<file path="config.mk">
export PLATFORM = sky130hd
export DESIGN_NAME = mult_div_seq
export DESIGN_NICKNAME = d
export VERILOG_FILES = /design/src/rtl/mult_div_seq.sv
export SDC_FILE = /design/constraint.sdc
export NUM_CORES = 1
export LEC_CHECK = 0
export BUFFER_PORTS_ARGS = -buffer_cell sky130_fd_sc_hd__buf_4
export CAP_MARGIN = 20
export CORE_AREA = 2 2 223 170
export DETAILED_ROUTE_END_ITERATION = 8
export DIE_AREA = 0 0 225 172
export HOLD_SLACK_MARGIN = 0.08
export PLACE_DENSITY = 0.6
export SLEW_MARGIN = 20
export SYNTH_ARGS = -nofsm -noshare
export SYNTH_HDL_FRONTEND = slang
export SYNTH_SLANG_ARGS = --single-unit
</file>
<file path="constraint.sdc">
create_clock -name clock -period 3.65 [get_ports clock]
set_input_delay 0.73 -clock clock [delete_from_list [all_inputs] [get_ports clock]]
set_output_delay 0.73 -clock clock [all_outputs]
set_load 0.005 [all_outputs]
</file>
<file path="src/rtl/mult_div_seq.sv">
// Multicycle MIPS mult/div sequencer: a shift-add multiplier and a restoring divider, one bit per clock.
// Optional feature macro UNSIGNED_OPS_EN adds op_unsigned for multu/divu.
module mult_div_seq #(
   parameter int WIDTH = 32
) (
   input  logic             clock,
   input  logic             reset,
   input  logic             start_mult,
   input  logic             start_div,
`ifdef UNSIGNED_OPS_EN
   input  logic             op_unsigned,
`endif
   input  logic [WIDTH-1:0] op_a,
   input  logic [WIDTH-1:0] op_b,
   output logic             busy,
   output logic             done,
   output logic             div_zero,
   output logic [WIDTH-1:0] hi_out,
   output logic [WIDTH-1:0] lo_out,
   output logic [2:0]       dbgState
);

   localparam int CW = (WIDTH > 1) ? $clog2(WIDTH) : 1;
   localparam logic [CW-1:0] LAST_CNT = CW'(WIDTH - 1);

   typedef enum logic [2:0] {IDLE, MULT, DIV, FIX, DONE} stateType;

   stateType state, stateNext;

   logic [CW-1:0]      cnt;
   logic [2*WIDTH-1:0] acc;        // mult: {partial, multiplier}; div: lower half is dividend/quotient
   logic [WIDTH-1:0]   remReg;
   logic [WIDTH-1:0]   magA, magB;
   logic               negRes, negRem, isMult;

   logic               opUns;
   logic               signA, signB;
   logic [WIDTH-1:0]   magANext, magBNext;
   logic               startSeen;

`ifdef UNSIGNED_OPS_EN
   assign opUns = op_unsigned;
`else
   assign opUns = 1'b0;
`endif

   assign signA     = op_a[WIDTH-1] & ~opUns;
   assign signB     = op_b[WIDTH-1] & ~opUns;
   assign magANext  = signA ? -op_a : op_a;
   assign magBNext  = signB ? -op_b : op_b;
   assign startSeen = start_mult | start_div;

   // Multiply step: conditional add into the upper half with carry kept for the shift.
   logic [WIDTH:0] mulSum;
   assign mulSum = {1'b0, acc[2*WIDTH-1:WIDTH]} + (acc[0] ? {1'b0, magA} : '0);

   // Restoring divide step; the trial remainder needs one extra bit.
   logic [WIDTH:0]   divShift, divDiff;
   logic             qBit;
   logic [WIDTH-1:0] remNext;
   assign divShift = {remReg, acc[WIDTH-1]};
   assign divDiff  = divShift - {1'b0, magB};
   assign qBit     = ~divDiff[WIDTH];
   assign remNext  = qBit ? divDiff[WIDTH-1:0] : divShift[WIDTH-1:0];

   logic [2*WIDTH-1:0] prodFix;
   logic [WIDTH-1:0]   quoFix, remFix;
   assign prodFix = negRes ? -acc : acc;
   assign quoFix  = negRes ? -acc[WIDTH-1:0] : acc[WIDTH-1:0];
   assign remFix  = negRem ? -remReg : remReg;

   always_ff @(posedge clock) begin
      if (reset) state <= IDLE;
      else       state <= stateNext;
   end

   always_comb begin
      stateNext = state;
      case (state)
         IDLE: begin
            if (start_mult)     stateNext = MULT;
            else if (start_div) stateNext = (op_b == '0) ? DONE : DIV;
         end
         MULT:    if (cnt == LAST_CNT) stateNext = FIX;
         DIV:     if (cnt == LAST_CNT) stateNext = FIX;
         FIX:     stateNext = DONE;
         DONE:    stateNext = IDLE;
         default: stateNext = IDLE;
      endcase
   end

   always_comb begin
      busy     = (state == MULT) || (state == DIV) || (state == FIX);
      done     = (state == DONE);
      dbgState = state;
   end

   always_ff @(posedge clock) begin
      if (reset) begin
         cnt      <= '0;
         acc      <= '0;
         remReg   <= '0;
         magA     <= '0;
         magB     <= '0;
         negRes   <= 1'b0;
         negRem   <= 1'b0;
         isMult   <= 1'b0;
         div_zero <= 1'b0;
         hi_out   <= '0;
         lo_out   <= '0;
      end else begin
         case (state)
            IDLE: if (startSeen) begin
               cnt      <= '0;
               remReg   <= '0;
               magA     <= magANext;
               magB     <= magBNext;
               negRes   <= signA ^ signB;
               negRem   <= signA;
               isMult   <= start_mult;
               div_zero <= ~start_mult & (op_b == '0);
               acc      <= {{WIDTH{1'b0}}, (start_mult ? magBNext : magANext)};
            end
            MULT: begin
               acc <= {mulSum, acc[WIDTH-1:1]};
               cnt <= cnt + 1'b1;
            end
            DIV: begin
               remReg          <= remNext;
               acc[WIDTH-1:0]  <= {acc[WIDTH-2:0], qBit};
               cnt             <= cnt + 1'b1;
            end
            FIX: begin
               hi_out <= isMult ? prodFix[2*WIDTH-1:WIDTH] : remFix;
               lo_out <= isMult ? prodFix[WIDTH-1:0] : quoFix;
            end
            default: ;
         endcase
      end
   end

endmodule
</file>
=== Word-level counts from Yosys, hierarchy flattened ===
Cells that the tools add are included.

* Multiplexer cells: 22
* Add/sub/neg operators: 8
* Bitwise gates (word level): 5
* Eq/ne operators: 8
* Reduce and logical (&&, ||, !) cells: 15

{| class="wikitable"
|+ Operator list
! kind !! number
|-
| $mux W32 || 10
|-
| $mux W64 || 2
|-
| $neg A32 Y32 || 4
|-
| $pmux W32 S2 || 2
|-
| $pmux W32 S3 || 1
|-
| $neg A64 Y64 || 1
|-
| $add A32 B32 Y33 || 1
|-
| $sub A33 B32 Y33 || 1
|-
| $logic_not A32 Y1 || 1
|-
| $mux W3 || 4
|-
| $reduce_and A2 Y1 || 6
|-
| $pmux W5 S2 || 1
|-
| $pmux W3 S3 || 1
|-
| $eq A3 B2 Y1 const B || 2
|-
| $reduce_bool A2 Y1 || 3
|-
| $add A5 B1 Y5 const B || 1
|-
| $eq A5 B5 Y1 const B || 1
|-
| $mux W5 || 1
|-
| $eq A3 B1 Y1 const B || 1
|-
| $eq A3 B3 Y1 const B || 1
|-
| $logic_not A3 Y1 || 1
|-
| $ne A3 B3 Y1 const B || 1
|-
| $reduce_bool A3 Y1 || 1
|-
| $logic_or A1 B1 Y1 || 2
|-
| 7 further kinds || 8
|}

* Register bits after elaboration: 236
* Output and inout bits: 70
* Input bits: 68
* Logic and storage cells: 71

=== Depth between registers and ports, before layout ===
Gate-level depths: netlist of run 1.

* Depth in word-level cells: 5
* Gate-level depth with buffers: 15
* Depth with buffers taken out: 13

=== Worst setup path before layout of run 1 ===
OpenSTA, ideal clock, no wires.

* Path kind: register to register
* Start: register acc[31]
* End: register remReg[10]
* Data required time: 3,522 ps
* Stages on the path, launching flop included: 14
* Data arrival time: 3,184 ps
* Period minus slack after synthesis: 3,312 ps
* Setup slack: 338 ps
* Path buffers: 1
* Setup time: 128 ps
* Path through: dfxtp_1 inv_1 ha_1 fa_1 nand2b_1 a211oi_1 o21a_1 a21oi_1 a21oi_1 a31o_2 xor2_1 buf_2 mux2i_1 o21ai_0

* Word-level cells in the longest chain between the ends: 3

{| class="wikitable"
|+ Ends and longest elaborated chain
! element !! RTL line !! source
|-
| start: declaration || 31 || <nowiki>logic [2*WIDTH-1:0] acc;</nowiki>
|-
| start signal: assignment || 122 || <nowiki>acc <= {{WIDTH{1'b0}}, (start_mult ? magBNext : magANext)};</nowiki>
|-
| start signal: assignment || 125 || <nowiki>acc <= {mulSum, acc[WIDTH-1:1]};</nowiki>
|-
| start signal: indexed assignment || 130 || <nowiki>acc[WIDTH-1:0] <= {acc[WIDTH-2:0], qBit};</nowiki>
|-
| $sub A33 B32 Y33 || 62 || <nowiki>assign divDiff = divShift - {1'b0, magB};</nowiki>
|-
| $mux W32 || 64 || <nowiki>assign remNext = qBit ? divDiff[WIDTH-1:0] : divShift[WIDTH-1:0];</nowiki>
|-
| $pmux W32 S2 || 112 || <nowiki>case (state)</nowiki>
|-
| end signal: assignment || 129 || <nowiki>remReg <= remNext;</nowiki>
|-
| end: declaration || 32 || <nowiki>logic [WIDTH-1:0] remReg;</nowiki>
|}

No other way between the ends.
A chain may end at the register's enable or synchronous reset.

=== Final worst setup path of run 1 ===
* Start: register remReg[0]
* End: register remReg[6]

* Word-level cells in the longest chain between the ends: 3

{| class="wikitable"
|+ Ends and longest elaborated chain
! element !! RTL line
|-
| $sub A33 B32 Y33 || 62
|-
| $mux W32 || 64
|-
| $pmux W32 S2 || 112
|}

No other way between the ends.

==> run summary, run 1 <==
status - finished clean
setup tns final - 0 ns
initial antenna violation count - 1
M2 GR Usage - 41.6%
NumNets Final - 2281
Layout Skew - 0.0210 ns
Post-CTS Setup Repair Bufs - 0
Critical Path RT - 4.06 ns
post-synth top area cell - dfxtp_1
H-tree depth - 1
Yosys reg bits - 236
sequential share of the synthesized area - 29.1%
overall die area - 38700 um^2
Via density - 6.03
P&R area growth vs syn - 16.4%
Seq. cell area - 4730 um^2
Port Buffers - 137
clock power share - 25.4%
hpwl dp - 42800 um
global placement routability congestion - 0.977
Clk Latency, worst-skew pair - 0.57 ns
RSZ-0062 raised after global routing - false
Yosys top cell area share - 29.1%
Unique masters post-synth - 74
Worst slew margin - 33.0%
Sw Share - 42.0%
Multi-input gate area - 10800 um^2
Tcrit/Tclk final - 94.6%
Worst-path clk slew - 0.06 ns
Max Clock Freq - 290 MHz
met1 Resource Use GR - 43.1%
ys flop type - dfxtp_1
nature of the critical path endpoint - flop
Final Critical Period - 3.45 ns
layout cells sized above 1 - 14.1%
total grt overflow - 0
Post-Syn Area - 16200 um^2
Cells after Synth - 2040
row cnt - 61
Sw Pwr - 4.85 mW
post-route ant nets - 0
wire length per cell - 21.3 um
die height - 172 um
Worst Max-Slew Pin Slew - 1.00 ns
vias in the first global route - 14500
CP Launch Type - flop
drt total wl - 56100 um
max-slew violation count - 0
I/O pins - 138
synthesized net count - 2180
M3 GR Usage - 4.30%
CP Buf/Inv Count - 2
GR peak layer - met1
ys async rst share - 0%
Crit path max-delay family - compound AO/OA/AOI/OAI gates
post-layout power - 11.5 mW
maximum vdd drop - 0.345 mV
Longest Clk Path Bufs - 3
Worst Hold Class - flop to flop
Setup-failing EPs final - 0
crit path max fanout - 22
Int Pwr - 6.70 mW
Crit-path slowest cell - dfxtp_1
routed via count - 15900
first-pass GRT wire length - 85700 um
# DRC - 0
Overall Global Routing Usage - 28.4%
Root Driver - clkbuf_16
yosys warns - 0
drt pass-1 iters - 5
Iteration-0 DRC Markers - 1510
TritonCTS Sinks - 236
Seq pwr share - 32.0%
leakage - 7.75 nW
Logic pwr share - 42.6%
Syn Area/Cell - 7.95 um^2
fill cell count - 3530
Synth area leaders - dfxtp_1 (29%), xor2_1 (6.8%), a211oi_1 (5.6%), ha_1 (5.4%), nor2_1 (4.6%)
slowest stage delay, CP - 0.49 ns
CP most frequent cell - a21oi_1
PwrDens - 611 nW/um^2
initial core utilization - 44.4%
worst path cell trace - inv_1 > fa_1 > nand2b_1 > a211oi_1 > o21a_1 > a21oi_1 > a21oi_1 > a31o_2 > xor2_2 > buf_12 > mux2i_1 > o21ai_0
Critical Path AT - 3.86 ns
area of the core - 36600 um^2
Worst Setup Path Type - flop to flop
cts bufs inserted - 27
Max Cap Viol - 0
CTS tree - done
hold violation count in the final report - 0
Die W - 225 um
largest net degree at the start of global routing - 105
number of synthesized flops with an enable pin - 0
## metrics by stage
step	cell area (um^2)	worst slack, ns	cells	util [%]	hold WS [ns]
3_3_place_gp	18000	0.147	2584	49.1	0.437
6_report	18900	0.198	2633	51.7	0.452
5_1_grt	18900	0.0160	2632	51.7	0.463
4_1_cts	18900	0.228	2632	51.6	0.435
2_1_floorplan	16200	0.338	2040	-	0.432
3_5_place_dp	18000	0.118	2584	49.1	0.445
## power by group through the flow
stage / Clock (mW) / Sequential, mW / Combinational [mW]
5_1_grt: 3.08 / 3.77 / 5.38
2_1_floorplan: 0 / 3.43 / 3.53
6_report: 2.93 / 3.70 / 4.92
3_5_place_dp: 0 / 3.74 / 4.84
4_1_cts: 2.97 / 3.68 / 4.86
3_3_place_gp: 0 / 3.73 / 4.80
## per-layer routing
layer	vias up	share of wire (%)
li1	7660	-
met1	7535	49
met2	595	41
met3	76	7.6
met4	0	2.6
met5	-	0
## layout by cell type (no fill, tap or decap), types with 37 or more instances in the layout
cell type  count
inv_1         56
buf_4        208
o31ai_1       37
nor3_1        39
dfxtp_1      233
mux2i_1       46
a211oi_1     119
a21oi_1      132
xnor2_1       77
nand2_1      173
xor2_1       125
ha_1          70
o21ai_0      133
nor2_1       195
## worst register-to-register path, stage by stage (launching register included)
cell and delay (ns):
dfxtp_1 0.49, inv_1 0.19, fa_1 0.45, nand2b_1 0.18, a211oi_1 0.32, o21a_1 0.21, a21oi_1 0.11, a21oi_1 0.31
a31o_2 0.26, xor2_2 0.22, buf_12 0.24, mux2i_1 0.21, o21ai_0 0.10
## final cells by class
class                           instances  share of cell area [%]
Antenna cell                            1                  0.0133
Timing Repair Buffer                  212                    8.65
Clock buffer                           38                    4.06
Sequential cell                       236                    25.0
Clock inverter                         10                   0.848
Tap cell                              472                    3.13
Inverter                               56                    1.11
Multi-Input combinational cell       1608                    57.2
## worst paths after layout
path                            startpoint        end  slack (ns)  cells after the start
worst min register to register    magA[26]   magA[26]        0.45                      2
worst max register to register   remReg[0]  remReg[6]        0.20                     12
worst min-delay path              magA[26]   magA[26]        0.45                      2
worst max-delay path             remReg[0]  remReg[6]        0.20                     12
## state kept, by name (all words and copies together) (netlist names)
register,count
acc,64
cnt,5
lo_out,32
div_zero,1
magB,32
magA,32
dbgState,3
negRem,1
remReg,32
negRes,1
isMult,1
hi_out,32
## cells in the mapped netlist (36+ instances only)
| library cell | n |
|---|---|
| dfxtp_1 | 236 |
| ha_1 | 70 |
| nor2_1 | 197 |
| nand2_1 | 173 |
| xor2_1 | 126 |
| mux2i_1 | 46 |
| nor3_1 | 41 |
| a21o_1 | 36 |
| nand3_1 | 36 |
| o31ai_1 | 37 |
| o21ai_0 | 134 |
| xnor2_1 | 77 |
| a211oi_1 | 120 |
| and2_1 | 36 |
| clkbuf_1 | 123 |
| inv_1 | 56 |
| a21oi_1 | 132 |
## cells by family after synthesis
family                   synth area share [%]
flip-flops                               29.1
adder cells (fa/ha/maj)                  5.65
AO/OA/AOI/OAI                            27.0
AND/OR/NAND/NOR                          19.8
buffers and inverters                    4.68
XOR/XNOR                                 11.0
multiplexers                             2.84
## repair_timing
action	in CTS	in global routing
hold buffers	0	0
hold endpoints to repair	0	0
endpoints found under the setup margin	0	1
gates resized for setup	0	1
No activity file was read; power rests on OpenSTA's default activity.
==> run 2, diff against run 1 <==
--- a/config.mk
+++ b/config.mk
@@ -5,11 +5,12 @@
 export SDC_FILE = /design/constraint.sdc
 export NUM_CORES = 1
 export LEC_CHECK = 0
+export ABC_AREA = 1
 export BUFFER_PORTS_ARGS = -buffer_cell sky130_fd_sc_hd__buf_4
 export CAP_MARGIN = 20
-export CORE_AREA = 2 2 223 170
+export CORE_AREA = 2 2 245 187
 export DETAILED_ROUTE_END_ITERATION = 8
-export DIE_AREA = 0 0 225 172
+export DIE_AREA = 0 0 247 189
 export HOLD_SLACK_MARGIN = 0.08
 export PLACE_DENSITY = 0.6
 export SLEW_MARGIN = 20
==> run summary, run 2 <==
status - finished clean
CP Launch Type - flop
post-layout power - 14.4 mW (+25%)
overall die area - 46700 um^2 (+21%)
hpwl dp - 69300 um (+62%)
min-delay src - op_a[0]
Tcrit/Tclk final - 81.9% (-13 points)
flop-to-flop setup slack - 0.66 ns (+0.46 ns)
Cells after Synth - 3359 (+65%)
Iteration-0 DRC Markers - 2977 (+97%)
placed cells - 3989 (+54%)
Worst slew margin - 30.6% (-2.5 points)
Non-Filler Instances - 4037 (+53%)
yosys warns - 0 (unchanged)
reg2reg end - remReg[7]
hold violation count in the final report - 0 (unchanged)
Overall Global Routing Usage - 35.8% (+7.4 points)
# DRC - 0 (unchanged)
dpl ws - 0.708 ns (+0.589 ns)
Worst Setup Path Type - flop to flop
Worst Max-Slew Pin Slew - 1.04 ns (+0.0368 ns)
worst reg2reg startpoint - acc[31]
Worst-path clk slew - 0.07 ns (about the same)
number of synthesized flops with an enable pin - 0 (unchanged)
cts bufs inserted - 27 (unchanged)
NumNets Final - 3572 (+57%)
routed via count - 23400 (+47%)
post-route ant nets - 0 (unchanged)
Longest Clk Path Bufs - 3 (unchanged)
post-synth top area cell - dfxtp_1
synth cell count leaders - nand2_1 (854), inv_1 (497), nor2_1 (342)
Post-CTS Setup Repair Bufs - 0 (unchanged)
CTS tree - done
met2 WL post-DR - 31500 um (+37%)
global placement routability congestion - 1.05 (+7.6%)
max-slew violation count - 0 (unchanged)
vias in the first global route - 20800 (+44%)
I/O pins - 138 (unchanged)
met1 wire length - 41300 um (+51%)
RSZ-0062 raised after global routing - false
PwrDens - 652 nW/um^2 (+6.6%)
Final Critical Period - 2.99 ns (-0.462 ns)
Synth area leaders - dfxtp_1 (24%), nand2_1 (16%), inv_1 (9.5%), nand3_1 (8.5%), a21oi_1 (6.5%)
most instantiated library cell after synthesis - nand2_1
wire length per cell - 21.2 um (-0.34%)
Critical Path AT - 3.42 ns (-0.44 ns)
TritonCTS Sinks - 236 (unchanged)
Max Clock Freq - 334 MHz (+15%)
setup tns final - 0 ns (unchanged)
ys flop type - dfxtp_1
Syn Area/Cell - 5.86 um^2 (-26%)
post-route setup slack - 0.660 ns (+0.462 ns)
synthesized net count - 3499 (+61%)
drt total wl - 85700 um (+53%)
area of the core - 44200 um^2 (+21%)
initial core utilization - 44.5% (+0.15 points)
total grt overflow - 0 (unchanged)
Die W - 247 um (+9.8%)
hold buffer count at cts - 0 (unchanged)
row cnt - 67 (+9.8%)
maximum vdd drop - 0.664 mV (+93%)
first-pass GRT wire length - 128000 um (+49%)
Layout Skew - 0.0190 ns (-0.00200 ns)
P&R area growth vs syn - 12.7%
post-CTS resize count - 0 (unchanged)
nature of the critical path endpoint - flop
ys async rst share - 0% (unchanged)
crit path max fanout - 28 (+27%)
Via density - 5.79 (-3.9%)
Setup-failing EPs final - 0 (unchanged)
layout cells sized above 1 - 8.67% (-5.4 points)
Worst Hold Class - input port to flop
Max Cap Viol - 0 (unchanged)
Root Driver - clkbuf_16
leakage - 11.2 nW (+45%)
Port Buffers - 137 (unchanged)
Clk Latency, worst-skew pair - 0.57 ns (about the same)
H-tree depth - 1 (unchanged)
most common cell after layout, fill and taps aside - nand2_1
Yosys reg bits - 236 (unchanged)
initial antenna violation count - 0 (-1)
sequential share of the synthesized area - 24.0% (-5.1 points)
Post-Syn Area - 19700 um^2 (+21%)
max reg flops - 64 (unchanged)
Critical Path RT - 4.08 ns (+0.02 ns)
Unique masters post-synth - 48 (-35%)
Min-Delay Path Depth - 3 (+1)
hold path endpoint - magA[0]
most frequent cells in the layout - nand2_1 (854), inv_1 (497), nor2_1 (341)
R2R depth - 18 (+6)
Most flops, register - acc
Post-Layout Inst Area - 22200 um^2 (+17%)
largest net degree at the start of global routing - 106 (+0.95%)
met3 wire len - 10800 um (+150%)
drt pass-1 iters - 9 (+4)
Max Used Layer - met4
placed standard-cell area - 21200 um^2 (+18%)
Yosys top cell area share - 24.0% (-5.1 points)
die height - 189 um (+9.9%)
-- run 2: cell types whose count changed in the layout (fill, tap and decap cells not counted), sizes merged, moves of 44 or more --
cell / before / now
a21oi: 132 / 269
a211oi: 120 / 3
nor2: 198 / 346
nand3: 36 / 345
inv: 57 / 517
xnor2: 77 / 18
nand4: 15 / 74
o211ai: 9 / 53
o21ai: 138 / 222
nand2: 174 / 875
xor2: 126 / 50
mux2i: 46 / 0
-- run 2: how the worst max path moves through the flow --
stage,startpoint,endpoint
final,acc[31],remReg[7]
after global routing,acc[31],remReg[3]
after CTS,acc[31],remReg[6]
after detailed placement,acc[31],remReg[27]
after global placement,acc[31],remReg[11]
after floorplan,acc[0],acc[61]
-- run 2: final cells by class --
| type | count | area [um^2] |
|---|---|---|
| well taps | 586 | 733 |
| multi-input cells | 2481 | 12500 |
| clock buffers | 34 | 752 |
| fillers | 4603 | 22000 |
| clock inverters | 13 | 191 |
| flip-flops and latches | 236 | 4730 |
| inverters | 513 | 1930 |
| diodes | 1 | 2.50 |
| repair buffers | 173 | 1320 |
-- run 2: cells by family after synthesis --
logic type                 Yosys count  share of synthesized area [%]
and+or+nand+nor                   1703                           37.2
xor gates and xnor gates            68                           3.03
buffers and inverters              642                           12.5
adders and majority gates           72                           4.66
DFF                                236                           24.0
AOI/OAI and AO/OA                  638                           18.6
-- run 2: power by group --
group	leakage (nW)	internal (mW)	switching, mW
combinational	8.84	2.20	5.41
clock	0.460	1.75	1.23
sequential	1.93	3.16	0.699
-- run 2: worst max-delay path, cell delays in order (launching register included) --
cell and delay (ns):
dfxtp_1 0.38, inv_1 0.13, ha_1 0.25, fa_1 0.40, inv_1 0.12, nand2_1 0.06
nand2_1 0.07, nand3_1 0.08, nand2_2 0.11, nand2_1 0.07, nand2_2 0.09, nand2_4 0.07
nand2_2 0.09, nand2_4 0.18, nand2_2 0.31, buf_4 0.22, nand2_1 0.06, nand3_1 0.09
a21oi_1 0.09
-- run 2: routing by layer --
metal,vias up,global-route usage (%)
met2,1325,46.8
met3,110,8.94
li1,11100,-
met5,-,0
met4,0,7.90
met1,10800,57.0
-- run 2: per-stage QoR --
stage / hold WS [ns] / utilization, %
after floorplan: 0.430 / -
after global placement: 0.447 / 48.0
after detailed placement: 0.463 / 48.0
after CTS: 0.441 / 50.2
after global routing: 0.449 / 50.2
final: 0.457 / 50.2
